--- src/rtl/uart_pkg.sv ---
// ---------------------------------------------------------------------------
// uart_pkg
// Items shared by the UART transmit path:
//   - UART_DATA_BITS   : payload bits per frame (8N1 framing)
//   - line levels      : idle, start and stop levels of the serial line
//   - uart_state_e     : transmitter FSM state encoding
// ---------------------------------------------------------------------------
package uart_pkg;

    localparam int UART_DATA_BITS = 8;

    // Serial line levels. The line idles at the mark level, and the stop
    // bit uses the same level, so back-to-back frames need no idle gap.
    localparam logic UART_IDLE_LEVEL  = 1'b1;
    localparam logic UART_STOP_LEVEL  = 1'b1;
    localparam logic UART_START_LEVEL = 1'b0;

    typedef enum logic [1:0] {
        UART_IDLE  = 2'd0,
        UART_START = 2'd1,
        UART_DATA  = 2'd2,
        UART_STOP  = 2'd3
    } uart_state_e;

endpackage

--- src/rtl/uart_tx_engine_if.sv ---
// ---------------------------------------------------------------------------
// uart_tx_engine_if
// Byte write port of the UART transmitter. A byte is transferred on a
// rising clock edge where wr_valid and wr_ready are both high.
//   wr_data  : byte to transmit            (master -> slave)
//   wr_valid : write request               (master -> slave)
//   wr_ready : transmit FIFO not full      (slave  -> master)
// ---------------------------------------------------------------------------
interface uart_tx_engine_if
    import uart_pkg::*;
();

    logic [UART_DATA_BITS-1:0] wr_data;
    logic                      wr_valid;
    logic                      wr_ready;

    modport master (
        output wr_data,
        output wr_valid,
        input  wr_ready
    );

    modport slave (
        input  wr_data,
        input  wr_valid,
        output wr_ready
    );

endinterface

--- src/rtl/uart_sync_fifo.sv ---
// ---------------------------------------------------------------------------
// uart_sync_fifo
// Single-clock FIFO with first-word fall-through read data. Pointers carry
// one extra MSB so that full and empty can be told apart when the index
// bits are equal.
//   clk, rst_n : clock, asynchronous active-low reset (empties the FIFO)
//   push_i     : write wdata_i; ignored while full
//   wdata_i    : write data
//   pop_i      : discard the head entry; ignored while empty
//   rdata_o    : head entry (valid while !empty_o)
//   full_o     : DEPTH entries stored
//   empty_o    : no entries stored
//   level_o    : current occupancy, 0..DEPTH
// DEPTH must be a power of two, at least 2.
// ---------------------------------------------------------------------------
module uart_sync_fifo #(
    parameter int WIDTH = 8,
    parameter int DEPTH = 8
) (
    input  logic                   clk,
    input  logic                   rst_n,
    input  logic                   push_i,
    input  logic [WIDTH-1:0]       wdata_i,
    input  logic                   pop_i,
    output logic [WIDTH-1:0]       rdata_o,
    output logic                   full_o,
    output logic                   empty_o,
    output logic [$clog2(DEPTH):0] level_o
);

    localparam int AW = $clog2(DEPTH);

    logic [WIDTH-1:0] mem_q [DEPTH];
    logic [AW:0]      wptr_q;
    logic [AW:0]      wptr_d;
    logic [AW:0]      rptr_q;
    logic [AW:0]      rptr_d;
    logic             push_en;
    logic             pop_en;

    // Full: same index, opposite wrap bit. A pop on the same edge does not
    // make room for a push, because full_o is evaluated before the edge.
    assign full_o  = (wptr_q[AW] != rptr_q[AW]) &&
                     (wptr_q[AW-1:0] == rptr_q[AW-1:0]);
    assign empty_o = (wptr_q == rptr_q);

    assign push_en = push_i && !full_o;
    assign pop_en  = pop_i && !empty_o;

    assign wptr_d  = push_en ? wptr_q + 1'b1 : wptr_q;
    assign rptr_d  = pop_en  ? rptr_q + 1'b1 : rptr_q;

    // Modulo-2^(AW+1) difference gives the occupancy directly.
    assign level_o = wptr_q - rptr_q;
    assign rdata_o = mem_q[rptr_q[AW-1:0]];

    // NOTE: sequential state uses non-blocking assignments so every register
    // samples pre-edge values, independent of block evaluation order.
    always_ff @(posedge clk or negedge rst_n) begin
        if (!rst_n) begin
            wptr_q <= '0;
            rptr_q <= '0;
        end else begin
            wptr_q <= wptr_d;
            rptr_q <= rptr_d;
        end
    end

    // NOTE: the storage array is deliberately not reset; entries are only
    // ever read after being written, and resetting it would force flops
    // where a plain RAM would do.
    always_ff @(posedge clk) begin
        if (push_en) begin
            mem_q[wptr_q[AW-1:0]] <= wdata_i;
        end
    end

endmodule

--- src/rtl/uart_tx_engine.sv ---
// ---------------------------------------------------------------------------
// uart_tx_engine
// Byte-wide UART transmitter: bytes written through the write port are
// queued in a FIFO and serialised onto tx as 8N1 frames, LSB first, each
// bit held for CLK_DIV clock cycles. Frames queued back to back go out with
// no idle gap between the stop bit and the next start bit.
//   clk, rst_n  : clock, asynchronous active-low reset
//   wr_if       : byte write port (wr_data / wr_valid / wr_ready)
//   tx          : registered serial output, idle high
//   busy        : frame in progress or FIFO non-empty
//   fifo_level  : transmit FIFO occupancy
//   tx_done_int : one-cycle pulse on the first idle cycle after the last
//                 queued frame's stop bit
// CLK_DIV >= 2; FIFO_DEPTH is a power of two, >= 2.
// ---------------------------------------------------------------------------
module uart_tx_engine
    import uart_pkg::*;
#(
    parameter int CLK_DIV    = 16,
    parameter int FIFO_DEPTH = 8
) (
    input  logic                        clk,
    input  logic                        rst_n,
    uart_tx_engine_if.slave             wr_if,
    output logic                        tx,
    output logic                        busy,
    output logic [$clog2(FIFO_DEPTH):0] fifo_level,
    output logic                        tx_done_int
);

    localparam int                BAUD_W    = $clog2(CLK_DIV);
    localparam logic [BAUD_W-1:0] BAUD_LAST = BAUD_W'(CLK_DIV - 1);
    localparam int                BIT_W     = $clog2(UART_DATA_BITS);
    localparam logic [BIT_W-1:0]  BIT_LAST  = BIT_W'(UART_DATA_BITS - 1);

    localparam logic [1:0] ST_IDLE  = UART_IDLE;
    localparam logic [1:0] ST_START = UART_START;
    localparam logic [1:0] ST_DATA  = UART_DATA;
    localparam logic [1:0] ST_STOP  = UART_STOP;

    logic [1:0]                state_q;
    logic [1:0]                state_d;
    logic [BAUD_W-1:0]         baud_q;
    logic [BAUD_W-1:0]         baud_d;
    logic [BIT_W-1:0]          bit_q;
    logic [BIT_W-1:0]          bit_d;
    logic [UART_DATA_BITS-1:0] shift_q;
    logic [UART_DATA_BITS-1:0] shift_d;
    logic                      tx_q;
    logic                      tx_d;
    logic                      done_q;
    logic                      done_d;

    logic                      fifo_pop;
    logic                      fifo_full;
    logic                      fifo_empty;
    logic [UART_DATA_BITS-1:0] fifo_rdata;

    // -----------------------------------------------------------------------
    // Transmit FIFO. The FIFO itself refuses pushes while full, so wr_valid
    // can be passed straight through.
    // -----------------------------------------------------------------------
    uart_sync_fifo #(
        .WIDTH (UART_DATA_BITS),
        .DEPTH (FIFO_DEPTH)
    ) u_fifo (
        .clk     (clk),
        .rst_n   (rst_n),
        .push_i  (wr_if.wr_valid),
        .wdata_i (wr_if.wr_data),
        .pop_i   (fifo_pop),
        .rdata_o (fifo_rdata),
        .full_o  (fifo_full),
        .empty_o (fifo_empty),
        .level_o (fifo_level)
    );

    assign wr_if.wr_ready = !fifo_full;

    // -----------------------------------------------------------------------
    // Next-state logic. tx_d is the line level for the cycle after the edge,
    // so it is derived from where the FSM is going, not where it is.
    // -----------------------------------------------------------------------
    always_comb begin
        // NOTE: every variable gets a default first so no path through the
        // case leaves one unassigned, which would infer a latch.
        state_d  = state_q;
        baud_d   = baud_q;
        bit_d    = bit_q;
        shift_d  = shift_q;
        tx_d     = tx_q;
        done_d   = 1'b0;
        fifo_pop = 1'b0;

        case (state_q)
            ST_IDLE: begin
                tx_d = UART_IDLE_LEVEL;
                if (!fifo_empty) begin
                    fifo_pop = 1'b1;
                    shift_d  = fifo_rdata;
                    baud_d   = '0;
                    state_d  = ST_START;
                    tx_d     = UART_START_LEVEL;
                end
            end

            ST_START: begin
                if (baud_q == BAUD_LAST) begin
                    baud_d  = '0;
                    bit_d   = '0;
                    state_d = ST_DATA;
                    tx_d    = shift_q[0];
                end else begin
                    baud_d = baud_q + 1'b1;
                end
            end

            ST_DATA: begin
                if (baud_q == BAUD_LAST) begin
                    baud_d = '0;
                    if (bit_q == BIT_LAST) begin
                        state_d = ST_STOP;
                        tx_d    = UART_STOP_LEVEL;
                    end else begin
                        // Bit 0 of the shift register is always on the line;
                        // bit 1 becomes the next line level after the shift.
                        bit_d   = bit_q + 1'b1;
                        shift_d = shift_q >> 1;
                        tx_d    = shift_q[1];
                    end
                end else begin
                    baud_d = baud_q + 1'b1;
                end
            end

            ST_STOP: begin
                if (baud_q == BAUD_LAST) begin
                    baud_d = '0;
                    if (!fifo_empty) begin
                        // Chain straight into the next start bit.
                        fifo_pop = 1'b1;
                        shift_d  = fifo_rdata;
                        state_d  = ST_START;
                        tx_d     = UART_START_LEVEL;
                    end else begin
                        state_d = ST_IDLE;
                        tx_d    = UART_IDLE_LEVEL;
                        done_d  = 1'b1;
                    end
                end else begin
                    baud_d = baud_q + 1'b1;
                end
            end

            default: begin
                state_d = ST_IDLE;
                tx_d    = UART_IDLE_LEVEL;
            end
        endcase
    end

    // -----------------------------------------------------------------------
    // State registers. Reset forces the line high immediately, abandoning
    // any frame in flight without a completion pulse.
    // -----------------------------------------------------------------------
    always_ff @(posedge clk or negedge rst_n) begin
        if (!rst_n) begin
            state_q <= ST_IDLE;
            baud_q  <= '0;
            bit_q   <= '0;
            shift_q <= '0;
            tx_q    <= UART_IDLE_LEVEL;
            done_q  <= 1'b0;
        end else begin
            state_q <= state_d;
            baud_q  <= baud_d;
            bit_q   <= bit_d;
            shift_q <= shift_d;
            tx_q    <= tx_d;
            done_q  <= done_d;
        end
    end

    assign tx          = tx_q;
    assign tx_done_int = done_q;
    assign busy        = (state_q != ST_IDLE) || !fifo_empty;

endmodule

--- src/flat_wrapper.sv ---
// flat-port wrapper written by rule: the top's interface ports become plain ports
module uart_tx_engine_flat import uart_pkg::*;
#(
    parameter int CLK_DIV    = 16,
    parameter int FIFO_DEPTH = 8
)
  (clk, rst_n, tx, busy, fifo_level, tx_done_int, wr_if_wr_data, wr_if_wr_valid, wr_if_wr_ready);
  uart_tx_engine_if wr_if_i ();
  input  logic clk;
  input  logic rst_n;
  output logic tx;
  output logic busy;
  output logic [$clog2(FIFO_DEPTH):0] fifo_level;
  output logic tx_done_int;
  input wire logic [$bits(wr_if_i.wr_data)-1:0] wr_if_wr_data;
  input wire logic [$bits(wr_if_i.wr_valid)-1:0] wr_if_wr_valid;
  output wire logic [$bits(wr_if_i.wr_ready)-1:0] wr_if_wr_ready;
  assign wr_if_i.wr_data = wr_if_wr_data;
  assign wr_if_i.wr_valid = wr_if_wr_valid;
  assign wr_if_wr_ready = wr_if_i.wr_ready;
  uart_tx_engine #(.CLK_DIV(CLK_DIV), .FIFO_DEPTH(FIFO_DEPTH)) u_core (.clk(clk), .rst_n(rst_n), .wr_if(wr_if_i), .tx(tx), .busy(busy), .fifo_level(fifo_level), .tx_done_int(tx_done_int));
endmodule
--- config.mk ---
export PLATFORM = sky130hd
export DESIGN_NAME = uart_tx_engine_flat
export DESIGN_NICKNAME = d
export VERILOG_FILES = /design/src/rtl/uart_pkg.sv /design/src/rtl/uart_tx_engine_if.sv /design/src/rtl/uart_sync_fifo.sv /design/src/rtl/uart_tx_engine.sv /design/src/flat_wrapper.sv
export SDC_FILE = /design/constraint.sdc
export NUM_CORES = 1
export LEC_CHECK = 0
export CAP_MARGIN = 20
export CORE_MARGIN = 4
export CORE_UTILIZATION = 55
export CTS_BUF_LIST = sky130_fd_sc_hd__clkbuf_2
export CTS_CLUSTER_SIZE = 40
export DETAILED_ROUTE_END_ITERATION = 6
export PLACE_DENSITY = 0.74
export SLEW_MARGIN = 15
export SYNTH_ARGS = -nofsm -noshare
export SYNTH_HDL_FRONTEND = slang
export SYNTH_HIERARCHICAL = 1
export SYNTH_SLANG_ARGS = --single-unit
--- constraint.sdc ---
create_clock -name clk -period 7.35 [get_ports clk]
set_input_delay 1.47 -clock clk [delete_from_list [all_inputs] [get_ports clk]]
set_output_delay 1.47 -clock clk [all_outputs]
set_load 0.005 [all_outputs]
* Word level (Yosys, flattened, before mapping)
Memories as Yosys holds them, arrays and structs flattened. Index checks and enable logic that the tools add are counted.
Word-level totals: register bits 27, RAM bits 64, input port bits 11, output and inout bits 8, word-level logic and storage cells 75, memories kept 1
Cells by class: add/subtract/negate cells 5, eq/ne operators 14, mux-type cells 32, reductions and logical operators 15
Memories:
- u_core.u_fifo.mem_q | depth 8, width 8, rd ports 1, clocked after memory_dff 0, write ports 1, line uart_sync_fifo.sv:33 | logic [WIDTH-1:0] mem_q [DEPTH];
Operator list (number):
- two-way mux 8 bit | 4
- one-hot mux 8 bit (3 select lines) | 1
- adder 4 x 1 -> 4 bit (second input constant) | 3
- two-way mux 1 bit | 12
- two-way mux 2 bit | 5
- two-way mux 3 bit | 3
- two-way mux 4 bit | 2
- inequality test 2 x 1 -> 1 bit (second input constant) | 4
- one-hot mux 2 bit (4 select lines) | 1
- one-hot mux 4 bit (2 select lines) | 1
- AND reduction 4 bit | 2
- one-hot mux 3 bit (2 select lines) | 1
- AND reduction 5 bit | 1
- == test 2 bit (second input constant) | 2
- == test 4 bit | 1
- == test 4 bit (second input constant) | 1
- inequality test 2 bit (second input constant) | 2
- one-hot mux 1 bit (4 select lines) | 1
- nonzero test 2 bit | 2
- subtractor 4 bit | 1
- adder 3 x 1 -> 3 bit (second input constant) | 1
- == test 3 bit | 1
- == test 3 bit (second input constant) | 1
- logical AND 1 bit | 3
- 9 further kinds | 10

* Depth between registers and ports, before layout
Gate-level depths: netlist (run 1).
depth after elaboration 6, depth in mapped cells 11, gate-level depth less buffers 8

* Modules after synthesis
The synthesis (run 1) kept the hierarchy.
By module, submodules not included:
- uart_sync_fifo | instances 1, cells an instance 167, area each 2990.4 µm², seq. area each 2122.0 µm²
- uart_tx_engine | instances 1, cells an instance 103, area each 1183.6 µm², seq. area each 476.7 µm²

* Worst setup path after synthesis (run 1)
No wires, ideal clock.
path kind register to output, start reg u_core.u_fifo.rptr_q[1], end out busy, arrival 1941 ps, required time 5880 ps, setup slack 3939 ps, cell stages (with the launch flop) 10, path buffers 3, cells stage by stage dfrtp_1 > buf_2 > buf_2 > inv_1 > ha_1 > nand3_1 > nor2_1 > and2_1 > clkbuf_2 > inv_1
On the way: longest elaborated chain between the ends 3
Ends and longest elaborated chain:
- start: declaration | line uart_sync_fifo.sv:36 | logic [AW:0] rptr_q;
- start signal: assignment | line uart_sync_fifo.sv:65 | rptr_q <= rptr_d;
- == test 4 bit | line uart_sync_fifo.sv:45 | assign empty_o = (wptr_q == rptr_q);
- named net u_core.fifo_empty | line uart_tx_engine.sv:56 | logic fifo_empty;
- logical NOT 1 bit
- logical OR 1 bit | line uart_tx_engine.sv:186 | assign busy = (state_q != ST_IDLE) || !fifo_empty;
- end: declaration | line flat_wrapper.sv:12 | output logic busy;
The timed path passes the listed nets, and every way through them passes these cells.

* Final worst setup path (run 1)
Same ends and word-level chain as after synthesis.

==> run_results.csv, run 1 <==
group,metric,value,unit
worst_setup_path,critPathSlowestCell,"dfrtp_1",
drt,initialDrtViolationCount,138,
final_layout,stdcell_count,400,
min_path,min_delay_path_depth,1,
drt,ant_nets,0,
final_layout,ff_latch_area,2599,um2
worst_setup_path,critPathMaxStageDelay,1.01,ns
placement,dpl.cell_count,384,
worst_setup_path,crit_start,"u_core/u_fifo/rptr_q[1]$_DFFE_PN0P_",
synthesis,synth-seq-cells,91,
drt,drc,0,
sta,min_period_over_period,0.6599,
clocking,clock-root-buffer,"clkbuf_2",
worst_setup_path,path_cells,"inv_1 > ha_1 > nand3_1 > nor2_1 > and2_1 > inv_1 > clkdlybuf4s50_1",
die,start_util,0.5694,
drt,detail_route.vias_per_cell,5.458,
die,dieHeight,95.12,um
min_path,hold_path.class,"flip-flop to flip-flop",
synthesis,syn-num-nets,297,
min_path,hold_start,"u_core/shift_q[7]$_DFFE_PN0P_",
power_and_ir_drop,p_leak,1.780,nW
final_layout,area_growth,9.772,%
run,maxCapViolCount,0,
grt,overflow,0,
sta,setup_violations,0,
grt,grt_pass1_wl,11440,um
die,ioPinCount,19,
final_layout,fin_util,0.6250,
synthesis,netlist_top_cells_count,"edfxtp_1, nand2_1, dfrtp_1",
clocking,post_cts_resized,0,
worst_setup_path,start_kind,"flip-flop",
sta,slew_viol_final,0,
synthesis,netlist_area,4174,um2
sta,hold_viol_final,0,
synthesis,synthFlopType,"edfxtp_1",
worst_setup_path,cp-end-kind,"output pin",
final_layout,nNetsFinal,323,
clocking,cts_tree,"built",
grt,antenna_found_initial,0,
sta,fin_crit,4.850,ns
clocking,clkTransAtPathRegs,0.27,ns
worst_setup_path,cpLargestDelayFamily,"flip-flops",
clocking,cts_hold_buf,0,
grt,grt_usage,0.1733,
die,die_area,9047,um2
die,rows,31,
sta,max_freq,0.2062,GHz
drt,drt_wl_total,6903,um
placement,gp_congestion,0.7472,
drt,dr.pass1.iters,4,
power_and_ir_drop,peakVddDrop,0.1783,mV
clocking,clockBufferDepth,2,
status,status,"finished clean",
synthesis,synth.distinct_cells,47,
worst_setup_path,path_depth,7,
worst_setup_path,path_buf_inv,3,
sta,relSlewSlack,0.3896,
sta,skew,0.02269,ns
clocking,h-tree-depth,3,
sta,tightestPinTransition,0.9156,ns
worst_setup_path,rr_worst_depth,8,
worst_setup_path,critPathMostFrequentCell,"inv_1",
synthesis,synth_async_sr_flop_share,0.2967,
final_layout,multi_input_area,1428,um2
synthesis,yosys.area.top_type_share,0.4604,
synthesis,synth_edf_count,64,
synthesis,synth_top_cell_by_area,"edfxtp_1",
clocking,postCtsSetupBuffers,0,
worst_setup_path,r2r-start,"u_core/u_fifo/rptr_q[1]$_DFFE_PN0P_",
worst_setup_path,cp.arrival,3.38,ns
worst_setup_path,path_class,"flip-flop to output pin",
final_layout,drive_gt1_frac,0.2259,
sta,hold_slack,0.5489,ns
synthesis,syn_inst,270,
die,core-area,7331,um2
worst_setup_path,required,5.88,ns
final_layout,diodes,0,
synthesis,synth.most_common_cell,"edfxtp_1",
placement,hpwl,4772,um
power_and_ir_drop,powerDensity,420.3,nW/um2
die,die_x,95.12,um
synthesis,yosysSeqAreaShare,0.6226,
drt,wl_per_cell,17.26,um
synthesis,synth_warnings,6,
synthesis,synth_area_leaders,"edfxtp_1, dfrtp_1, mux4_2",
sta,rsz0062_at_grt,"false",
sta,totalNegativeSetupSlack,0,ns
synthesis,syn_area_per_cell,15.46,um2
grt,grt_max_degree,28,
clocking,clock_sinks,91,
final_layout,n_fill_cell,569,
worst_setup_path,cp_max_fo,21,
placement,port_buffers,18,
grt,grt_pass1_vias,2229,
drt,vias,2183,
clocking,numCtsBuffers,9,
clocking,insertion_delay,0.52,ns
through the flow:
stage	area, um2	power [mW]	worst slack (ns)
finish	4582	1.926	2.500
CTS	4582	1.945	2.435
global placement	4447	1.654	3.177
detailed placement	4447	1.674	3.101
global route	4582	2.069	2.185
floorplan	4174	1.453	3.939
area by class of cell:
type	count	area share
clock buffers	9	0.009831
clock inverters	7	0.01966
inverters	17	0.01393
multi-input cells	152	0.3116
flip-flops and latches	91	0.5672
well taps	99	0.02703
repair buffers	25	0.05079
layout by cell type (no fill, tap or decap), drive strengths merged, types with 2 or more instances in the layout:
cell	n
a21oi	4
xnor2	6
buf	7
nand2	30
clkdlybuf4s50	18
mux4	16
inv	22
o21ai	7
nand3	3
nor2b	2
edfxtp	64
dfrtp	26
nor2	14
xor2	4
nor4	3
mux2i	2
and3	2
a21o	3
ha	15
clkbuf	9
mux2	20
nor3	6
a22o	2
flip-flops by register name, indices dropped and copies added (netlist names):
register / flops
u_core/tx: 1
u_core/u_fifo/mem_q: 64
u_core/shift_q: 8
u_core/state_q: 2
u_core/bit_q: 3
u_core/baud_q: 4
u_core/u_fifo/rptr_q: 4
u_core/u_fifo/wptr_q: 4
u_core/tx_done_int: 1
worst register-to-register path: cells and delay by family, from the launching register on:
kind,cells,cell delay (ns)
DFF,1,1.01
and+or+nand+nor,3,0.84
muxes,1,0.38
adders and majority gates,1,0.33
buffers and inverters,2,0.22
AOI/OAI and AO/OA,1,0.14
power by group:
group          leakage [nW]  switching [mW]  total (mW)  internal (mW)
Clock                0.0828           0.183       0.273         0.0898
Combinational         0.784           0.396       0.874          0.478
Sequential            0.913           0.103       0.779          0.677
routing by layer:
layer	GRT usage	up-vias	part of all wire
li1	-	1048	-
met2	0.2741	34	0.49
met1	0.2367	1092	0.47
met5	0	-	0
met4	0.07212	0	0.014
met3	0.03315	9	0.031
final timing paths:
path                                                      end  slack, ns
worst min register to register  u_core/shift_q[7]$_DFFE_PN0P_       0.55
worst max-delay path                                     busy       2.50
min in group asynchronous         u_core/bit_q[2]$_DFFE_PN0P_       1.27
worst min-delay path            u_core/shift_q[7]$_DFFE_PN0P_       0.55
max in group asynchronous               u_core/tx$_DFFE_PN1P_       5.79
worst max register to register  u_core/state_q[1]$_DFFE_PN0P_       4.37
kinds of logic (layout without fill, tap and decap cells):
family,Yosys count,in the layout,share of synthesized area
buf+inv,27,58,0.03537
mux,38,38,0.1541
flops,91,91,0.6226
xor+xnor,10,10,0.02278
simple gates,65,65,0.07105
compound gates,23,23,0.04437
fa+ha+maj,16,16,0.04976
No activity file was read; power rests on OpenSTA's default activity.
==> run 2: changes to the inputs <==
- clock period: 7.35 -> 4.5 ns (I/O delays scaled with it)
==> run 2 against run 1 <==
- hold slack got worse by 0.0059 ns
- critical endpoint unchanged
- first-iteration DRC count is 30% lower
- clock skew grew 0.0087 ns
- final cell count grew 0.50%
- utilization decreased by 0.051 points
- sequential share of layout area about the same
- combinational power is 70% higher
- register-to-register slack got worse by 2.6 ns
- global-route usage about the same
- die area stayed put
==> run_results.csv, run 2 (same netlist as run 1, synthesis figures left out) <==
group,metric,value,unit
worst_setup_path,path_buf_inv,3,
clocking,clockBufferDepth,2,
placement,port_buffers,18,
final_layout,mostFrequentLayoutCell,"edfxtp_1",
worst_setup_path,cp-end-kind,"output pin",
grt,grt_pass1_wl,11360,um
worst_setup_path,cp_max_fo,10,
grt,antenna_found_initial,0,
final_layout,diodes,0,
power_and_ir_drop,pwr-share-clk,0.122,
worst_setup_path,critPathMaxStageDelay,0.60,ns
clocking,clkTransAtPathRegs,0.23,ns
die,dieHeight,95.12,um
drt,wl_per_cell,17.49,um
clocking,cts_hold_buf,0,
sta,fin_crit,3.987,ns
power_and_ir_drop,p_comb_frac,0.479,
power_and_ir_drop,p_switching,1.130,mW
final_layout,final_cell_mix,"edfxtp_1, nand2_1, dfrtp_1, clkdlybuf4s50_1, inv_1",
sta,slew_viol_final,0,
worst_setup_path,cpLargestDelayFamily,"simple AND/OR/NAND/NOR gates",
power_and_ir_drop,switching_share,0.3629,
final_layout,largest_register_ffs,64,
power_and_ir_drop,powerDensity,679.9,nW/um2
clocking,clock-root-buffer,"clkbuf_2",
clocking,numCtsBuffers,9,
final_layout,stdcell_count,402,
grt,grt_pass1_vias,2252,
worst_setup_path,path_class,"flip-flop to output pin",
clocking,clock_sinks,91,
power_and_ir_drop,seqPwrFrac,0.399,
clocking,cts_tree,"built",
die,die_area,9047,um2
clocking,postCtsSetupBuffers,0,
placement,gp_congestion,0.8337,
grt,grt_usage,0.1737,
final_layout,area_growth,9.682,%
drt,vias,2198,
sta,hold_slack,0.5430,ns
worst_setup_path,required,3.60,ns
sta,rsz0062_at_grt,"false",
clocking,insertion_delay,0.54,ns
die,core-area,7331,um2
sta,hold_viol_final,0,
clocking,post_cts_resized,0,
status,status,"finished clean",
power_and_ir_drop,p_leak,1.778,nW
worst_setup_path,cp.arrival,3.09,ns
sta,skew,0.03140,ns
placement,dpl.cell_count,386,
drt,dr.pass1.iters,4,
min_path,hold_path.class,"flip-flop to flip-flop",
sta,tightestPinTransition,0.9061,ns
worst_setup_path,start_kind,"flip-flop",
sta,max_freq,0.2508,GHz
worst_setup_path,path_cells,"inv_2 > ha_1 > nand3_1 > nor2_1 > and2_1 > inv_1 > clkdlybuf4s50_1",
drt,drc,0,
die,rows,31,
sta,min_period_over_period,0.8859,
worst_setup_path,critPathSlowestCell,"dfrtp_1",
die,ioPinCount,19,
drt,initialDrtViolationCount,96,
power_and_ir_drop,peakVddDrop,0.3173,mV
sta,setup_violations,0,
sta,totalNegativeSetupSlack,0,ns
sta,relSlewSlack,0.3937,
drt,drt_wl_total,7031,um
placement,hpwl,4864,um
run,maxCapViolCount,0,
die,die_x,95.12,um
final_layout,nNetsFinal,325,
final_layout,drive_gt1_frac,0.2310,
drt,ant_nets,0,
grt,overflow,0,
grt,grt_max_degree,22,
clocking,h-tree-depth,3,
die,start_util,0.5694,
power_and_ir_drop,power.internal,1.983,mW
drt,detail_route.vias_per_cell,5.468,
## run 2: layer usage
layer	vias up	share of wire	track usage	wire, um
met2	32	0.50	0.2828	3496
met5	-	0	0	0
met1	1095	0.45	0.2238	3180
met4	0	0.021	0.06971	148
met3	17	0.029	0.04420	205
li1	1054	-	-	-
## run 2: final cells by class
class,count,area (um2)
multi-input combinational,152,1428
inverter,17,63.81
tap,99,123.9
sequential,91,2599
clock buffer,9,45.04
timing repair buffer,27,255.2
clock inverter,7,63.81
fill,554,2753
## run 2: metrics by stage
stage,area (um2),setup WS (ns),utilization,power [mW]
finish,4578,0.5134,0.6245,3.113
global route,4578,0.2316,0.6245,3.337
CTS,4578,0.4700,0.6245,3.154
detailed placement,4469,1.131,0.6097,2.766
global placement,4454,1.258,0.6076,2.722
floorplan,4174,1.659,-,2.373
## run 2: path summary, 6_finish.rpt
kind                                                      from                                  end  slack, ns  cells past startpoint
max reg2reg                u_core/u_fifo/rptr_q[2]$_DFFE_PN0P_        u_core/state_q[1]$_DFFE_PN0P_       1.81                      8
min reg2reg                      u_core/shift_q[4]$_DFFE_PN0P_        u_core/shift_q[4]$_DFFE_PN0P_       0.54                      1
min in group asynchronous                                rst_n  u_core/u_fifo/wptr_q[1]$_DFFE_PN0P_       0.67                      1
max                        u_core/u_fifo/rptr_q[2]$_DFFE_PN0P_                                 busy       0.51                      7
min                              u_core/shift_q[4]$_DFFE_PN0P_        u_core/shift_q[4]$_DFFE_PN0P_       0.54                      1
max in group asynchronous                                rst_n                u_core/tx$_DFFE_PN1P_       3.23                      2
## run 2: power by group through the flow
stage | logic, mW | registers (mW) | clock network [mW]
CTS | 1.51 | 1.24 | 0.401
floorplan | 1.15 | 1.22 | 0
global placement | 1.47 | 1.25 | 0
detailed placement | 1.51 | 1.26 | 0
global route | 1.64 | 1.26 | 0.440
finish | 1.49 | 1.24 | 0.381
